===== config.mk =====
export PLATFORM = sky130hd
export DESIGN_NAME = tc_serial_tx
export DESIGN_NICKNAME = d
export VERILOG_FILES = /design/src/rtl/tc_pkg.sv /design/src/rtl/tc_negate_bit.sv /design/src/rtl/tc_serial_tx.sv
export SDC_FILE = /design/constraint.sdc
export NUM_CORES = 1
export LEC_CHECK = 0
export BUFFER_PORTS_ARGS = -buffer_cell sky130_fd_sc_hd__buf_2
export CORE_UTILIZATION = 50
export DETAILED_ROUTE_END_ITERATION = 6
export GPL_TIMING_DRIVEN = 0
export PLACE_DENSITY = 0.84
export SETUP_SLACK_MARGIN = 0.5
export SLEW_MARGIN = 15
export SYNTH_ARGS = -nofsm -noshare
export SYNTH_HDL_FRONTEND = slang
export SYNTH_SLANG_ARGS = --single-unit

===== constraint.sdc =====
create_clock -name t_clk -period 1.6 [get_ports t_clk]
set_input_delay 0 -clock t_clk [delete_from_list [all_inputs] [get_ports t_clk]]
set_output_delay 0 -clock t_clk [all_outputs]
set_load 0.02 [all_outputs]

===== src/rtl/tc_pkg.sv =====
// Shared types and defaults for the serial two's-complement transmitter.
package tc_pkg;

    typedef enum logic {
        TC_IDLE  = 1'b0,
        TC_SHIFT = 1'b1
    } tc_state_e;

    localparam int TC_WIDTH_DEF = 8;

endpackage


===== src/rtl/tc_negate_bit.sv =====
// One-bit serial complement cell: passes bits up to and including the first 1,
// then inverts. clr restarts the rule on the bit presented in the same cycle.
module tc_negate_bit (
    input  logic t_clk,
    input  logic r,
    input  logic clr,
    input  logic en,
    input  logic b,
    output logic y
);

    logic seen;
    logic seen_eff;

    assign seen_eff = seen & ~clr;
    assign y        = seen_eff ? ~b : b;

    always_ff @(posedge t_clk or posedge r) begin
        if (r)
            seen <= 1'b0;
        else if (en)
            seen <= seen_eff | b;
        else if (clr)
            seen <= 1'b0;
    end

endmodule


===== src/rtl/tc_serial_tx.sv =====
// LSB-first bit-serial transmitter with valid/ready word input.
// Define TC_TX_NEGATE_EN to add the per-word in-line negate (neg port).
module tc_serial_tx
    import tc_pkg::*;
#(
    parameter int WIDTH = TC_WIDTH_DEF
) (
    input  logic             t_clk,
    input  logic             r,
    input  logic             load,
    input  logic [WIDTH-1:0] din,
`ifdef TC_TX_NEGATE_EN
    input  logic             neg,
`endif
    output logic             rdy,
    output logic             sout,
    output logic             sval,
    output logic             sstart,
    output logic             sdone
);

    localparam int CW = (WIDTH > 1) ? $clog2(WIDTH) : 1;

    tc_state_e        state;
    logic [CW-1:0]    cnt;
    // Holds only the bits still to be emitted; bit 0 goes out straight from din.
    logic [WIDTH-2:0] sreg;
    logic             last;
    logic             accept;
    logic             advance;
    logic             raw_bit;
    logic             bit_out;

    assign last    = (cnt == CW'(WIDTH - 1));
    assign rdy     = (state == TC_IDLE) || (state == TC_SHIFT && last);
    assign accept  = load && rdy;
    assign advance = (state == TC_SHIFT) && !last;
    assign raw_bit = accept ? din[0] : sreg[0];

`ifdef TC_TX_NEGATE_EN
    logic neg_q;
    logic neg_bit;

    tc_negate_bit u_neg (
        .t_clk (t_clk),
        .r     (r),
        .clr   (accept),
        .en    (accept || advance),
        .b     (raw_bit),
        .y     (neg_bit)
    );

    assign bit_out = (accept ? neg : neg_q) ? neg_bit : raw_bit;

    always_ff @(posedge t_clk or posedge r) begin
        if (r)
            neg_q <= 1'b0;
        else if (accept)
            neg_q <= neg;
    end
`else
    assign bit_out = raw_bit;
`endif

    always_ff @(posedge t_clk or posedge r) begin
        if (r) begin
            state  <= TC_IDLE;
            cnt    <= '0;
            sreg   <= '0;
            sout   <= 1'b0;
            sval   <= 1'b0;
            sstart <= 1'b0;
            sdone  <= 1'b0;
        end else if (accept) begin
            state  <= TC_SHIFT;
            cnt    <= '0;
            sreg   <= din[WIDTH-1:1];
            sout   <= bit_out;
            sval   <= 1'b1;
            sstart <= 1'b1;
            sdone  <= 1'b0;
        end else if (advance) begin
            cnt    <= cnt + CW'(1);
            sreg   <= sreg >> 1;
            sout   <= bit_out;
            sstart <= 1'b0;
            sdone  <= (cnt == CW'(WIDTH - 2));
        end else begin
            state  <= TC_IDLE;
            sout   <= 1'b0;
            sval   <= 1'b0;
            sstart <= 1'b0;
            sdone  <= 1'b0;
        end
    end

endmodule


==> flow_summary.yaml <==
clocking:
  clock_path_buffers: 2
  clock_latency_ns: 0.27
  cts_buffers: 3
  cts_tree: "built"
  path_clk_slew_ns: 0.08
  htreeDepth: 1
  cts_sinks: 14
  cts_root_buffer: "clkbuf_4"
placement:
  place_ws_ns: 0.2227
  place.gp.congestion: 0.6845
  dpl_cell_area_um2: 829.5
  dp_hpwl_um: 832.7
  io_buffers: 15
global_route:
  use_met3: 0.03409
  grt_pass1_wl_mm: 2.173
  grt_overflow: 0
  grt_pass1_vias: 492
  grt_use_total: 0.2181
  gr-usage-met2: 0.3443
  use_met1: 0.2756
  gr-max-usage-layer: "met2"
  antenna_found_initial: 0
  grt_max_degree: 15
power:
  worst_ir_drop_vdd_mv: 1.216
  power_density_nw_per_um2: 1873
  leakage_nw: 0.5433
floorplan:
  start_util: 0.5375
  rows: 13
  die_w_um: 39.40
  die-area_um2: 1552
  num_io_pins: 16
  core-area_um2: 1301
  die_h_um: 39.40
sta:
  worstMarginPinSlew_ns: 0.5342
  worst_slack_ns: 0.1706
  rsz0062_at_grt: "yes"
  fin_crit_ns: 1.429
  slew_viol_final: 0
  period_share: 0.8934
  max_freq_mhz: 699.6
  tns_ns: 0
  clock_skew_ns: 0.002426
  hold_ws_ns: -0.0007709
  setup_viol: 0
  hold_viol: 1
  slew_headroom: 0.6435
final_layout:
  areaGrowthSynthToFinish_pct: 50.80
  final_util: 0.8106
  final_area_um2: 1055
  fin_nets: 103
  drive_above_1_share: 0.6207
  antenna_cells: 0
run_status:
  violations: "hold timing"
  outcome: "finished, violations left"
logic_synthesis:
  synth_top_area_cell: "dfrtp_1"
  synth_nets: 70
  synth_area_per_cell_um2: 12.49
  yosys-top-cells-area: "dfrtp_1 50%, mux2i_1 11%, o21ai_2 8.8%"
  synth_cells: 56
  ys_seq_area_frac: 0.5009
  yosysUniqueCellTypes: 18
  synth-seq-cells: 14
  ys_warn_count: 0
  synthesis.area_um2: 699.4
  synth_top_area_share: 0.5009
critical_path:
  crit_path_end_kind: "primary output"
  path_max_fanout: 5
  slowest_stage: "dfrtp_1"
  start_kind: "flip-flop"
  path_buf_inv: 3
  cp_top_family: "flip-flops"
  worstPathCellList: "ha_2 > ha_4 > nor2b_4 > buf_12 > inv_8 > buf_6"
  crit_arrival_ns: 1.43
  cp.required_ns: 1.60
  path_class: "flip-flop to primary output"
  max_stage_delay_ns: 0.40
drt:
  drc: 0
  first_iter_violations: 18
  routed_via_density: 5.000
  avgRoutedWirePerCell_um: 13.21
  vias: 510
  firstDrtPassIters: 5
  ant_nets: 0
  finalWirelength_mm: 1.347
run:
  cap_viol_max_count: 0
worst_hold_path:
  hold_path_class: "input pin to flip-flop"
## final cells by class
class                           count  area [um2]
Multi-Input combinational cell     36       367.9
Sequential cell                    14       350.3
Fill cell                          78       246.5
Timing Repair Buffer               28       229.0
Buffer                              3       47.55
Clock buffer                        3       22.52
Inverter                            3       18.77
Tap cell                           15       18.77
## Yosys cell counts
master	n
and2_2	1
and3_2	1
buf_12	2
buf_4	1
dfrtp_1	14
ha_1	3
inv_1	2
inv_8	1
mux2i_1	8
nand2_1	9
nand2b_1	1
nand2b_4	1
nand3_1	1
nand3b_1	1
nor2_1	1
nor2b_4	1
o21ai_0	1
o21ai_2	7
## worst register-to-register path: stages, from the launching register on
cell and delay [ns]:
dfrtp_1 0.40, ha_2 0.20, ha_4 0.16, nor2b_4 0.12, buf_12 0.12, buf_12 0.12
buf_12 0.13, o21ai_2 0.06
## flip-flops by register name, summed over array words and instances, names as in the netlist
| register | count |
|---|---|
| sdone | 1 |
| sout | 1 |
| sreg | 7 |
| state | 1 |
| cnt | 3 |
| sstart | 1 |
## power breakdown
part | internal [mW] | switching (mW)
logic | 0.667 | 0.514
registers | 0.487 | 0.112
clock network | 0.0872 | 0.108
## stage by stage
stage / hold slack [ns] / cells / power (mW)
finish: -0.0007709 / 102 / 1.975
global route: 0.008772 / 102 / 2.097
CTS: 0.006626 / 101 / 1.927
detailed placement: 0.06535 / 86 / 1.334
global placement: 0.06080 / 86 / 1.306
floorplan: -0.1108 / 56 / 1.188
## placed cells by master (no fill, tap or decap)
master	instances
ha_1	1
inv_1	2
buf_12	3
o21ai_2	7
dfrtp_1	14
nand2_2	1
ha_2	1
nor2b_4	1
clkbuf_4	3
nand3_1	1
ha_4	1
buf_6	3
buf_16	1
dlygate4sd3_1	4
and2_4	1
mux2i_1	8
buf_4	6
nand2_4	8
o21ai_0	1
nand2b_4	1
nor2_2	1
buf_2	14
and3_4	1
inv_8	1
nand3b_1	1
nand2b_1	1
## final timing paths
| kind | startpoint | to | slack, ns | depth (start not counted) |
|---|---|---|---|---|
| setup / recovery | cnt[0]$_DFFE_PP0P_ | rdy | 0.17 | 6 |
| max in group asynchronous | r | cnt[2]$_DFFE_PP0P_ | 0.94 | 3 |
| hold reg to reg | sreg[5]$_DFFE_PP0P_ | sreg[4]$_DFFE_PP0P_ | 0.52 | 2 |
| setup reg to reg | cnt[0]$_DFFE_PP0P_ | sreg[0]$_DFFE_PP0P_ | 0.18 | 7 |
| hold / removal | din[5] | sreg[4]$_DFFE_PP0P_ | -0.0008 | 3 |
| min in group asynchronous | r | sreg[4]$_DFFE_PP0P_ | 0.31 | 3 |
## routing by layer
layer,vias up,part of all wire
li1,254,-
met3,4,0.028
met2,13,0.50
met5,-,0
met1,239,0.45
met4,0,0.019
## kinds of logic (layout without fill, tap and decap cells)
family | after synthesis | count (layout) | share of synthesized area
flip-flops | 14 | 14 | 0.5009
buffers and inverters | 6 | 37 | 0.09482
multiplexers | 8 | 8 | 0.1145
AND/OR/NAND/NOR | 17 | 17 | 0.1413
AO/OA/AOI/OAI | 8 | 8 | 0.09481
adder cells (fa/ha/maj) | 3 | 3 | 0.05367
## what timing repair did
action	4_1_cts	5_1_grt
hold buffers	4	0
setup endpoints to repair	15	15
hold endpoints to repair	17	0
cloned	1	0
gates resized for setup	14	2
buffers inserted	7	1
pin swaps	6	0
Power figures use the tool's default switching activity.
